===== src/rtl/mult_div_ctrl_if.sv =====
// Handshake and result bus between the CPU control unit and the MULT/DIV engine.
interface mult_div_ctrl_if #(
    parameter int unsigned WIDTH = 32
);
    logic             start;
    logic             op;
    logic [WIDTH-1:0] A;
    logic [WIDTH-1:0] B;
    logic [WIDTH-1:0] HI;
    logic [WIDTH-1:0] LO;
    logic             busy;
    logic             done;
    logic             div_zero;

    // Control unit side: issues requests, observes results.
    modport master (
        output start, op, A, B,
        input  HI, LO, busy, done, div_zero
    );

    // Engine side: accepts requests, owns HI/LO and status.
    modport slave (
        input  start, op, A, B,
        output HI, LO, busy, done, div_zero
    );
endinterface


===== src/rtl/mult_div_ctrl.sv =====
// Iterative signed MULT (radix-2 Booth) / DIV (restoring on magnitudes) engine
// that owns the HI/LO registers. One iteration per clock, WIDTH iterations.
module mult_div_ctrl #(
    parameter int unsigned WIDTH = 32
) (
    input  logic          clk,
    input  logic          reset,
    mult_div_ctrl_if.slave bus
);
    localparam int unsigned CW = $clog2(WIDTH + 1);

    typedef enum logic [1:0] {IDLE, RUN, FIN} state_t;

    state_t           state_q, state_d;
    logic [CW-1:0]    count_q, count_d;
    logic             op_q, op_d;
    logic             qneg_q, qneg_d;      // quotient must be negated
    logic             rneg_q, rneg_d;      // remainder must be negated
    // MULT: {acc_hi, acc_lo, acc_m} is the Booth accumulator, hi one bit wider
    //       so add/sub of a sign-extended MIN_INT multiplicand cannot overflow.
    // DIV : acc_hi is the partial remainder, acc_lo shifts dividend out / quotient in.
    logic [WIDTH:0]   acc_hi_q, acc_hi_d;
    logic [WIDTH-1:0] acc_lo_q, acc_lo_d;
    logic             acc_m_q, acc_m_d;
    // MULT: sign-extended multiplicand; DIV: zero-extended divisor magnitude.
    logic [WIDTH:0]   opnd_q, opnd_d;
    logic [WIDTH-1:0] hi_q, hi_d;
    logic [WIDTH-1:0] lo_q, lo_d;
    logic             busy_q, busy_d;
    logic             done_q, done_d;
    logic             dz_q, dz_d;

    logic [WIDTH:0]   sum;
    logic [WIDTH:0]   shifted;
    logic             ge;
    logic [WIDTH-1:0] a_mag;
    logic [WIDTH-1:0] b_mag;

    // Next-state and datapath logic for the IDLE/RUN/FIN sequencer.
    always_comb begin
        state_d  = state_q;
        count_d  = count_q;
        op_d     = op_q;
        qneg_d   = qneg_q;
        rneg_d   = rneg_q;
        acc_hi_d = acc_hi_q;
        acc_lo_d = acc_lo_q;
        acc_m_d  = acc_m_q;
        opnd_d   = opnd_q;
        hi_d     = hi_q;
        lo_d     = lo_q;
        busy_d   = busy_q;
        done_d   = 1'b0;
        dz_d     = dz_q;
        sum      = '0;
        shifted  = '0;
        ge       = 1'b0;
        a_mag    = bus.A[WIDTH-1] ? (~bus.A + 1'b1) : bus.A;
        b_mag    = bus.B[WIDTH-1] ? (~bus.B + 1'b1) : bus.B;

        case (state_q)
            IDLE: begin
                if (bus.start) begin
                    op_d     = bus.op;
                    dz_d     = 1'b0;
                    busy_d   = 1'b1;
                    count_d  = '0;
                    acc_hi_d = '0;
                    acc_m_d  = 1'b0;
                    state_d  = RUN;
                    if (!bus.op) begin
                        acc_lo_d = bus.B;
                        opnd_d   = {bus.A[WIDTH-1], bus.A};
                    end else begin
                        acc_lo_d = a_mag;
                        opnd_d   = {1'b0, b_mag};
                        qneg_d   = bus.A[WIDTH-1] ^ bus.B[WIDTH-1];
                        rneg_d   = bus.A[WIDTH-1];
                        if (bus.B == '0) begin
                            dz_d    = 1'b1;
                            state_d = FIN;
                        end
                    end
                end
            end
            RUN: begin
                count_d = count_q + CW'(1);
                if (!op_q) begin
                    case ({acc_lo_q[0], acc_m_q})
                        2'b01:   sum = acc_hi_q + opnd_q;
                        2'b10:   sum = acc_hi_q - opnd_q;
                        default: sum = acc_hi_q;
                    endcase
                    // Arithmetic shift right of the whole accumulator.
                    {acc_hi_d, acc_lo_d, acc_m_d} = {sum[WIDTH], sum, acc_lo_q};
                end else begin
                    shifted  = {acc_hi_q[WIDTH-1:0], acc_lo_q[WIDTH-1]};
                    ge       = (shifted >= opnd_q);
                    acc_hi_d = ge ? (shifted - opnd_q) : shifted;
                    acc_lo_d = (acc_lo_q << 1) | WIDTH'(ge);
                end
                if (count_q == CW'(WIDTH - 1)) begin
                    state_d = FIN;
                end
            end
            FIN: begin
                done_d  = 1'b1;
                busy_d  = 1'b0;
                state_d = IDLE;
                if (!dz_q) begin
                    if (!op_q) begin
                        hi_d = acc_hi_q[WIDTH-1:0];
                        lo_d = acc_lo_q;
                    end else begin
                        lo_d = qneg_q ? (~acc_lo_q + 1'b1) : acc_lo_q;
                        hi_d = rneg_q ? (~acc_hi_q[WIDTH-1:0] + 1'b1) : acc_hi_q[WIDTH-1:0];
                    end
                end
            end
            default: state_d = IDLE;
        endcase
    end

    // State and output registers; synchronous reset aborts any operation.
    always_ff @(posedge clk) begin
        if (reset) begin
            state_q  <= IDLE;
            count_q  <= '0;
            op_q     <= 1'b0;
            qneg_q   <= 1'b0;
            rneg_q   <= 1'b0;
            acc_hi_q <= '0;
            acc_lo_q <= '0;
            acc_m_q  <= 1'b0;
            opnd_q   <= '0;
            hi_q     <= '0;
            lo_q     <= '0;
            busy_q   <= 1'b0;
            done_q   <= 1'b0;
            dz_q     <= 1'b0;
        end else begin
            state_q  <= state_d;
            count_q  <= count_d;
            op_q     <= op_d;
            qneg_q   <= qneg_d;
            rneg_q   <= rneg_d;
            acc_hi_q <= acc_hi_d;
            acc_lo_q <= acc_lo_d;
            acc_m_q  <= acc_m_d;
            opnd_q   <= opnd_d;
            hi_q     <= hi_d;
            lo_q     <= lo_d;
            busy_q   <= busy_d;
            done_q   <= done_d;
            dz_q     <= dz_d;
        end
    end

    assign bus.HI       = hi_q;
    assign bus.LO       = lo_q;
    assign bus.busy     = busy_q;
    assign bus.done     = done_q;
    assign bus.div_zero = dz_q;
endmodule


===== src/flat_wrapper.sv =====
// flat-port wrapper written by rule: the top's interface ports become plain ports
module mult_div_ctrl_flat 
#(
    parameter int unsigned WIDTH = 32
)
  (clk, reset, bus_start, bus_op, bus_A, bus_B, bus_HI, bus_LO, bus_busy, bus_done, bus_div_zero);
  mult_div_ctrl_if #(.WIDTH(WIDTH)) bus_i ();
  input  logic clk;
  input  logic reset;
  input wire logic [$bits(bus_i.start)-1:0] bus_start;
  input wire logic [$bits(bus_i.op)-1:0] bus_op;
  input wire logic [$bits(bus_i.A)-1:0] bus_A;
  input wire logic [$bits(bus_i.B)-1:0] bus_B;
  output wire logic [$bits(bus_i.HI)-1:0] bus_HI;
  output wire logic [$bits(bus_i.LO)-1:0] bus_LO;
  output wire logic [$bits(bus_i.busy)-1:0] bus_busy;
  output wire logic [$bits(bus_i.done)-1:0] bus_done;
  output wire logic [$bits(bus_i.div_zero)-1:0] bus_div_zero;
  assign bus_i.start = bus_start;
  assign bus_i.op = bus_op;
  assign bus_i.A = bus_A;
  assign bus_i.B = bus_B;
  assign bus_HI = bus_i.HI;
  assign bus_LO = bus_i.LO;
  assign bus_busy = bus_i.busy;
  assign bus_done = bus_i.done;
  assign bus_div_zero = bus_i.div_zero;
  mult_div_ctrl #(.WIDTH(WIDTH)) u_core (.clk(clk), .reset(reset), .bus(bus_i));
endmodule

===== config.mk =====
export PLATFORM = sky130hd
export DESIGN_NAME = mult_div_ctrl_flat
export DESIGN_NICKNAME = d
export VERILOG_FILES = /design/src/rtl/mult_div_ctrl_if.sv /design/src/rtl/mult_div_ctrl.sv /design/src/flat_wrapper.sv
export SDC_FILE = /design/constraint.sdc
export NUM_CORES = 1
export LEC_CHECK = 0
export CORE_MARGIN = 2
export CORE_UTILIZATION = 45
export CTS_BUF_LIST = sky130_fd_sc_hd__clkbuf_2 sky130_fd_sc_hd__clkbuf_4 sky130_fd_sc_hd__clkbuf_8
export DETAILED_ROUTE_END_ITERATION = 8
export PLACE_DENSITY_LB_ADDON = 0.08
export REMOVE_ABC_BUFFERS = 1
export SYNTH_ARGS = -nofsm -noshare
export SYNTH_HDL_FRONTEND = slang
export SYNTH_SLANG_ARGS = --single-unit

===== constraint.sdc =====
create_clock -name clk -period 4.9 [get_ports clk]
set_input_delay 1.47 -clock clk [delete_from_list [all_inputs] [get_ports clk]]
set_output_delay 1.47 -clock clk [all_outputs]
set_load 0.05 [all_outputs]

Word-level counts from Yosys, hierarchy flattened
Index checks and enable logic that the tools add are counted.
- input bits: 68
- flip-flop bits (word level): 177
- logic and storage cells: 80
- output and inout bits: 67
- equality and inequality tests: 8
- multiplexer cells: 31
- add/sub/neg operators: 8
- bitwise logic cells: 7
- reductions and logical operators: 11
- order comparisons: 1
- operators with widths (cell ; count):
    32-bit two-way mux ; 9
    33-bit two-way mux ; 4
    33-bit one-hot mux with 2 select lines ; 2
    32-bit by 1-bit adder with 32-bit output (second input constant) ; 4
    32-bit inverter ; 4
    33-bit subtractor ; 2
    32-bit one-hot mux with 2 select lines ; 1
    33-bit adder ; 1
    33-bit >= comparator ; 1
    32-bit zero test ; 1
    32-bit by 1-bit bitwise OR with 32-bit output ; 1
    6-bit one-hot mux with 2 select lines ; 1
    2-bit AND reduction ; 5
    2-bit two-way mux ; 4
    6-bit by 1-bit adder with 6-bit output (second input constant) ; 1
    6-bit by 5-bit == test with 1-bit output (second input constant) ; 1
    1-bit two-way mux ; 6
    6-bit two-way mux ; 1
    3-bit AND reduction ; 2
    2-bit by 1-bit == test with 1-bit output (second input constant) ; 2
    2-bit == test (second input constant) ; 2
    2-bit != test (second input constant) ; 2
    1-bit one-hot mux with 2 select lines ; 2
    2-bit one-hot mux with 2 select lines ; 1
    other kinds (5) ; 6

Depth between registers and ports, before layout
Gate-level depths: netlist of run 1.
- depth in word-level cells: 6
- depth in mapped cells: 19
- depth with buffers taken out: 18

Worst setup path before layout of run 1
No wires, ideal clock.
- kind: flip-flop to flip-flop
- from: reg u_core.opnd_q[7]
- to: reg u_core.acc_hi_q[30]
- slack: 586 ps
- stages on the path, launching flop included: 18
- data arrival time: 4227 ps
- data required time: 4813 ps
- cells stage by stage: dfxtp_1 -> or4_1 -> nor4_1 -> and4_1 -> and2_1 -> clkbuf_1 -> a21oi_1 -> xnor2_1 -> ha_1 -> and3_1 -> nand3_1 -> a2111oi_0 -> o311ai_0 -> a31oi_1 -> a211o_1 -> xor2_1 -> a21oi_1 -> o31ai_1
- cells in the longest elaborated chain, start to end: 4
- ends and longest elaborated chain (item ; line ; RTL):
    from (decl) ; mult_div_ctrl.sv:26 ; logic [WIDTH:0] opnd_q, opnd_d;
    from (signal assigned) ; mult_div_ctrl.sv:150 ; opnd_q <= opnd_d;
    33-bit subtractor, or another cell as far along ; mult_div_ctrl.sv:91 ; 2'b10: sum = acc_hi_q - opnd_q;
    33-bit one-hot mux with 2 select lines / 33-bit two-way mux (equally long branches) ; mult_div_ctrl.sv:89, mult_div_ctrl.sv:99 ;
    33-bit two-way mux (*) ; mult_div_ctrl.sv:88 ; if (!op_q) begin
    33-bit one-hot mux with 2 select lines (*) ; mult_div_ctrl.sv:61 ; case (state_q)
    to (signal assigned) ; mult_div_ctrl.sv:147 ; acc_hi_q <= acc_hi_d;
    to (decl) ; mult_div_ctrl.sv:22 ; logic [WIDTH:0] acc_hi_q, acc_hi_d;
Mark *: on every way between the ends. The rest lies on a longest branch, timed or not.
A chain may end at the register's enable or synchronous reset.

Final worst setup path of run 1
- from: reg u_core.opnd_q[1]
- to: reg u_core.acc_hi_q[30]
Same word-level chain as after synthesis.

==> results.py, run 1 <==
metrics = {
    "floorplanning": {
        "fp.coreArea_um2": 32500,
        "std_cell_rows": 66,
        "ios": 135,
        "die_area_um2": 34500,
        "fp.dieH_um": 186,
        "start_util": 0.457,
        "die_x_um": 186,
    },
    "cts": {
        "h-tree-depth": 4,
        "cts_tree": "yes",
        "cts.sinks": 177,
        "clockBufferDepth": 2,
        "cts_root_buf": "clkbuf_8",
        "path_clk_slew_ps": 110,
        "numCtsBuffers": 17,
        "clock_latency_ps": 510,
    },
    "cells_and_area": {
        "multi_input_area_um2": 10600,
        "finalNetCount": 2209,
        "fin_util": 0.521,
        "regArea_um2": 3550,
        "drive_above_1_share": 0.0500,
        "antenna_cells": 0,
        "area_delta_synth_final_pct": 13.9,
        "postLayoutCellArea_um2": 16900,
        "layout_commonest_cell": "nor2_1",
        "n_fill_cell": 3309,
        "final_cell_mix": "269 x nor2_1, 176 x dfxtp_1, 175 x a21oi_1, 152 x nand2_1, 146 x o21ai_0",
    },
    "setup_path": {
        "start_kind": "flip-flop",
        "cp-end-kind": "flip-flop",
        "crit_required_ps": 5330,
        "critPathKind": "flip-flop to flip-flop",
        "path_max_fanout": 5,
        "cp.arrival_ps": 4980,
        "ff2ff_path_depth": 18,
    },
    "detailed_routing": {
        "vias_per_cell": 5.93,
        "first_iter_violations": 1092,
        "routedWlPerCell_um": 18.8,
        "firstDrtPassIters": 5,
        "vias": 15000,
        "postRouteWirelength_um": 47500,
        "antenna_left": 0,
        "post-route-drc-count": 0,
    },
    "power_and_ir_drop": {
        "combPwrFrac": 0.459,
        "power.internal_mw": 2.87,
        "p_switching_mw": 2.16,
        "clockPowerShare": 0.206,
        "p_leak_nw": 6.19,
        "p_total_mw": 5.03,
        "power_frac_seq": 0.335,
        "sw_frac_of_total": 0.430,
        "peakVddDrop_uv": 178,
        "p_per_area_nw_per_um2": 297,
    },
    "grt": {
        "antenna_found_initial": 1,
        "grt_pass1_wl_um": 75700,
        "grt_max_degree": 106,
        "grt_pass1_vias": 14100,
        "globalRoute.totalOverflow": 0,
        "grtUsageTotal": 0.277,
    },
    "min_path": {
        "whs_path_depth": 2,
        "min_path_type": "flip-flop to flip-flop",
    },
    "timing": {
        "layout_worst_path_cycle_share": 0.928,
        "setup_viol": 0,
        "maxSlewHeadroom": 0.483,
        "hold_viol_final": 0,
        "period_needed_ps": 4550,
        "fmax_mhz": 220,
        "finalWorstSetupSlack_ps": 351,
        "fin_worst_skew_ps": 23.3,
        "rsz0062_at_grt": "false",
        "tightestPinTransition_ps": 767,
        "maxSlewViolCount": 0,
    },
    "placement": {
        "post-dp-hpwl_um": 35600,
        "gp_congestion": 0.905,
        "place_area_um2": 16600,
        "pre_cts_ws_ps": 9.13,
        "port_buffers": 134,
    },
    "yosys": {
        "yosys_warnings": 0,
        "avgSynthCellArea_um2": 7.37,
        "async_reset_ff_frac": 0,
        "synthCells": 2019,
        "yosys_most_used_dff": "dfxtp_1",
        "ys_seq_area_frac": 0.238,
        "ys_seq_elements": 177,
        "syn_area_um2": 14900,
        "synthDistinctLibCells": 73,
        "synth_edf_count": 0,
    },
    "flow_run": {
        "drv_cap": 0,
    },
    "status": {
        "status": "complete, no violations",
    },
}
==> critical path, stage by stage (launching register included) <==
cell and delay, ps:
dfxtp_1 330, inv_1 170, ha_1 230, nand4_1 130, nor3_1 340, a41oi_1 200
xnor2_1 170, ha_1 340, and3_1 220, a221oi_1 540, o21ai_0 220, o311ai_0 390
buf_4 190, a31oi_1 70, buf_4 170, a211o_1 260, xor2_1 140, a21oi_1 90
o31ai_1 250
==> logic make-up (layout without fill, tap and decap cells) <==
logic type	Yosys count	after routing	share of synthesized area
xor gates and xnor gates	191	191	0.112
adders and majority gates	74	74	0.0633
muxes	61	61	0.0413
buffers and inverters	216	276	0.0549
DFF	177	177	0.238
AOI/OAI and AO/OA	682	682	0.300
and+or+nand+nor	618	618	0.190
==> metrics by stage <==
step                      TNS, ps  std cells  hold WS [ps]
after floorplan             -6390       1872           439
after global placement      -16.7       2490           460
after detailed placement        0       2490           467
after CTS                       0       2521           481
after global routing            0       2521           514
final                           0       2521           482
==> power by group through the flow <==
stage          Clock, mW  Combinational, mW  Sequential [mW]
2_1_floorplan          0               1.52             1.75
3_3_place_gp           0               2.26             1.71
3_5_place_dp           0               2.27             1.72
4_1_cts             1.06               2.29             1.68
5_1_grt             1.12               2.54             1.70
6_report            1.03               2.31             1.69
==> path summary, 6_finish.rpt <==
path	to	slack, ps	startpoint
max reg2reg	u_core.acc_hi_q[30]	350	u_core.opnd_q[1]
max	u_core.acc_hi_q[30]	350	u_core.opnd_q[1]
min reg2reg	u_core.opnd_q[1]	480	u_core.opnd_q[1]
min	u_core.opnd_q[1]	480	u_core.opnd_q[1]
==> flip-flops by register name, indices dropped and copies added (netlist names) <==
name,cells
u_core.op_q,1
u_core.qneg_q,1
u_core.bus.LO,32
u_core.acc_m_q,1
u_core.bus.div_zero,1
u_core.state_q,2
u_core.opnd_q,33
u_core.bus.HI,32
u_core.count_q,6
u_core.acc_hi_q,33
u_core.bus.busy,1
u_core.rneg_q,1
u_core.bus.done,1
u_core.acc_lo_q,32
==> final cells by class <==
| class | count | area share |
|---|---|---|
| Clock inverter | 11 | 0.00628 |
| Multi-Input combinational cell | 1626 | 0.623 |
| Clock buffer | 20 | 0.0151 |
| Timing Repair Buffer | 176 | 0.0982 |
| Sequential cell | 177 | 0.209 |
| Tap cell | 442 | 0.0326 |
| Inverter | 69 | 0.0153 |
==> cells in the mapped netlist (22+ instances only) <==
master    instances  area [µm²]
nand2_1         152         571
o21ai_0         146         731
clkbuf_1        127         477
a31oi_1          24         150
a211oi_1        120         901
dfxtp_1         177        3540
nor2_1          273        1020
ha_1             72         901
mux2i_1          58         581
o211ai_1         22         165
nand3_1          24         120
inv_1            69         259
a21o_1           27         203
xnor2_1          76         666
a21oi_1         175         876
xor2_1          115        1010
o31ai_1          29         218
or3_1            23         144
==> timing repair <==
item / in CTS / in global routing
endpoints found under the setup margin: 1 / 1
resized for setup: 1 / 1
hold buffers: 0 / 0
setup buffers: 0 / 0
==> routing by layer <==
layer | vias to the layer above | GRT usage | routed length (µm)
met1 | 7025 | 0.373 | 22200
met3 | 63 | 0.0468 | 2500
met4 | 2 | 0.0819 | 1140
li1 | 7458 | - | -
met2 | 412 | 0.454 | 21600
met5 | - | 0 | 15
No activity file was read; power rests on OpenSTA's default activity.
==> run 2, diff against run 1 <==
- CORE_MARGIN: 2 -> 1
==> run 2 against run 1 <==
Net effect:
- via count shrank 1.7%
- critical path depth is the same
- utilization is essentially flat
- highest routed layer is now met4
- non-clock buffer count shrank 5
- routed wire length shrank 1.5%
- setup slack lost 10 ps
- largest power group unchanged
- register-to-register slack is essentially flat
==> results.py, run 2 (synthesis gave the netlist of run 1 again) <==
metrics = {
    "floorplanning": {
        "ios": 135,
        "std_cell_rows": 66,
        "fp.dieH_um": 184,
        "die_area_um2": 33800,
        "die_x_um": 184,
        "start_util": 0.457,
        "fp.coreArea_um2": 32500,
    },
    "setup_path": {
        "path_cells": "or4_1 > nor4_1 > buf_4 > and4_1 > a21o_1 > buf_4 > o21ai_0 > xnor2_1 > ha_1 > a21oi_1 > o21ai_0 > a21oi_1 > o21ai_0 > a31oi_1 > a211oi_1 > nor4_1 > nor3_1 > a22o_1",
        "cp-end-kind": "flip-flop",
        "crit_start": "u_core.opnd_q[7]",
        "critPathKind": "flip-flop to flip-flop",
        "cpPeakStageDelay_ps": 580,
        "start_kind": "flip-flop",
        "timing.rr.start": "u_core.opnd_q[7]",
        "crit_slowest_cell": "or4_1",
        "crit_required_ps": 5320,
        "timing.critical_path.buf_inv": 2,
        "cp.arrival_ps": 4980,
        "cp_top_family": "simple AND/OR/NAND/NOR gates",
        "path_common_cell": "o21ai_0",
        "path_max_fanout": 7,
    },
    "timing": {
        "maxSlewHeadroom": 0.529,
        "fin_worst_skew_ps": 21.0,
        "layout_worst_path_cycle_share": 0.931,
        "setup_viol": 0,
        "tightestPinTransition_ps": 698,
        "hold_viol_final": 0,
        "rsz0062_at_grt": "false",
        "final.setup.tns_ps": 0,
        "finalWorstSetupSlack_ps": 340,
        "maxSlewViolCount": 0,
        "fmax_mhz": 219,
        "period_needed_ps": 4560,
    },
    "min_path": {
        "hold_start": "u_core.opnd_q[1]",
        "min_path_type": "flip-flop to flip-flop",
    },
    "grt": {
        "grt_pass1_vias": 13900,
        "globalRoute.totalOverflow": 0,
        "grtUsageTotal": 0.279,
        "antenna_found_initial": 0,
        "grt_max_degree": 100,
        "grt_pass1_wl_um": 74700,
    },
    "cts": {
        "clock_latency_ps": 510,
        "cts.sinks": 177,
        "cts_root_buf": "clkbuf_8",
        "cts_hold_buffers": 0,
        "numCtsBuffers": 17,
        "cts_tree": "yes",
        "cts_resized": 1,
        "clockBufferDepth": 2,
        "postCtsSetupBuffers": 0,
        "h-tree-depth": 4,
        "path_clk_slew_ps": 110,
    },
    "placement": {
        "post-dp-hpwl_um": 35400,
        "dp.cells": 2485,
        "port_buffers": 134,
        "pre_cts_ws_ps": -44.6,
        "gp_congestion": 0.933,
    },
    "power_and_ir_drop": {
        "p_total_mw": 5.09,
        "p_leak_nw": 6.20,
        "peakVddDrop_uv": 157,
        "p_per_area_nw_per_um2": 300,
    },
    "cells_and_area": {
        "finalNetCount": 2204,
        "final_cell_mix": "269 x nor2_1, 176 x dfxtp_1, 175 x a21oi_1, 152 x nand2_1, 146 x o21ai_0",
        "fin_util": 0.521,
        "n_fill_cell": 3296,
        "layout_commonest_cell": "nor2_1",
        "drive_above_1_share": 0.0477,
        "reg_top3": "u_core.acc_hi_q (33), u_core.opnd_q (33)",
        "area_delta_synth_final_pct": 14.0,
        "antenna_cells": 0,
        "final_cells": 2516,
    },
    "flow_run": {
        "drv_cap": 0,
    },
    "detailed_routing": {
        "antenna_left": 0,
        "post-route-drc-count": 0,
        "firstDrtPassIters": 5,
        "postRouteWirelength_um": 46700,
        "vias_per_cell": 5.85,
        "routedWlPerCell_um": 18.6,
        "vias": 14700,
        "first_iter_violations": 1112,
    },
    "status": {
        "status": "complete, no violations",
    },
}
==> run 2: changes by cell type in the layout (fill, tap and decap cells not counted), sizes merged <==
cell and delta:
bufinv +1, clkinvlp -2, clkinv +1, buf -5
==> run 2: area by class of cell <==
class,count,area [µm²],area share
clock inverters,11,129,0.00760
inverters,69,259,0.0153
flip-flops and latches,177,3550,0.209
clock buffers,20,269,0.0159
multi-input cells,1626,10600,0.623
repair buffers,171,1640,0.0967
well taps,442,553,0.0326
==> run 2: power by group <==
part | total, mW | switching, mW | leakage, nW | internal [mW]
logic | 2.31 | 1.40 | 4.55 | 0.912
clock network | 1.09 | 0.600 | 0.205 | 0.489
registers | 1.69 | 0.154 | 1.44 | 1.53
total | 5.09 | 2.15 | 6.20 | 2.93
==> run 2: worst paths after layout <==
path                         endpoint  slack, ps  cells past startpoint
setup / recovery  u_core.acc_hi_q[32]        340                     18
hold / removal       u_core.opnd_q[1]        470                      2
setup reg to reg  u_core.acc_hi_q[32]        340                     18
hold reg to reg      u_core.opnd_q[1]        470                      2
==> run 2: routing by layer <==
| metal | share of wire | global-route usage | wire length [µm] |
|---|---|---|---|
| met5 | 0 | 0 | 0 |
| met4 | 0.020 | 0.0823 | 919 |
| met3 | 0.050 | 0.0406 | 2330 |
| met2 | 0.46 | 0.462 | 21600 |
| met1 | 0.47 | 0.372 | 21900 |
==> run 2: stage by stage <==
stage	hold WS (ps)	instance area, µm²
2_1_floorplan	439	14300
4_1_cts	476	16900
3_5_place_dp	462	16500
5_1_grt	516	17000
3_3_place_gp	456	16500
6_report	472	17000
==> run 2: worst min-delay path: cells and delay by family (launching register included) <==
kind            cells  cell delay (ps)
flops               1              330
compound gates      1               50
simple gates        1               50
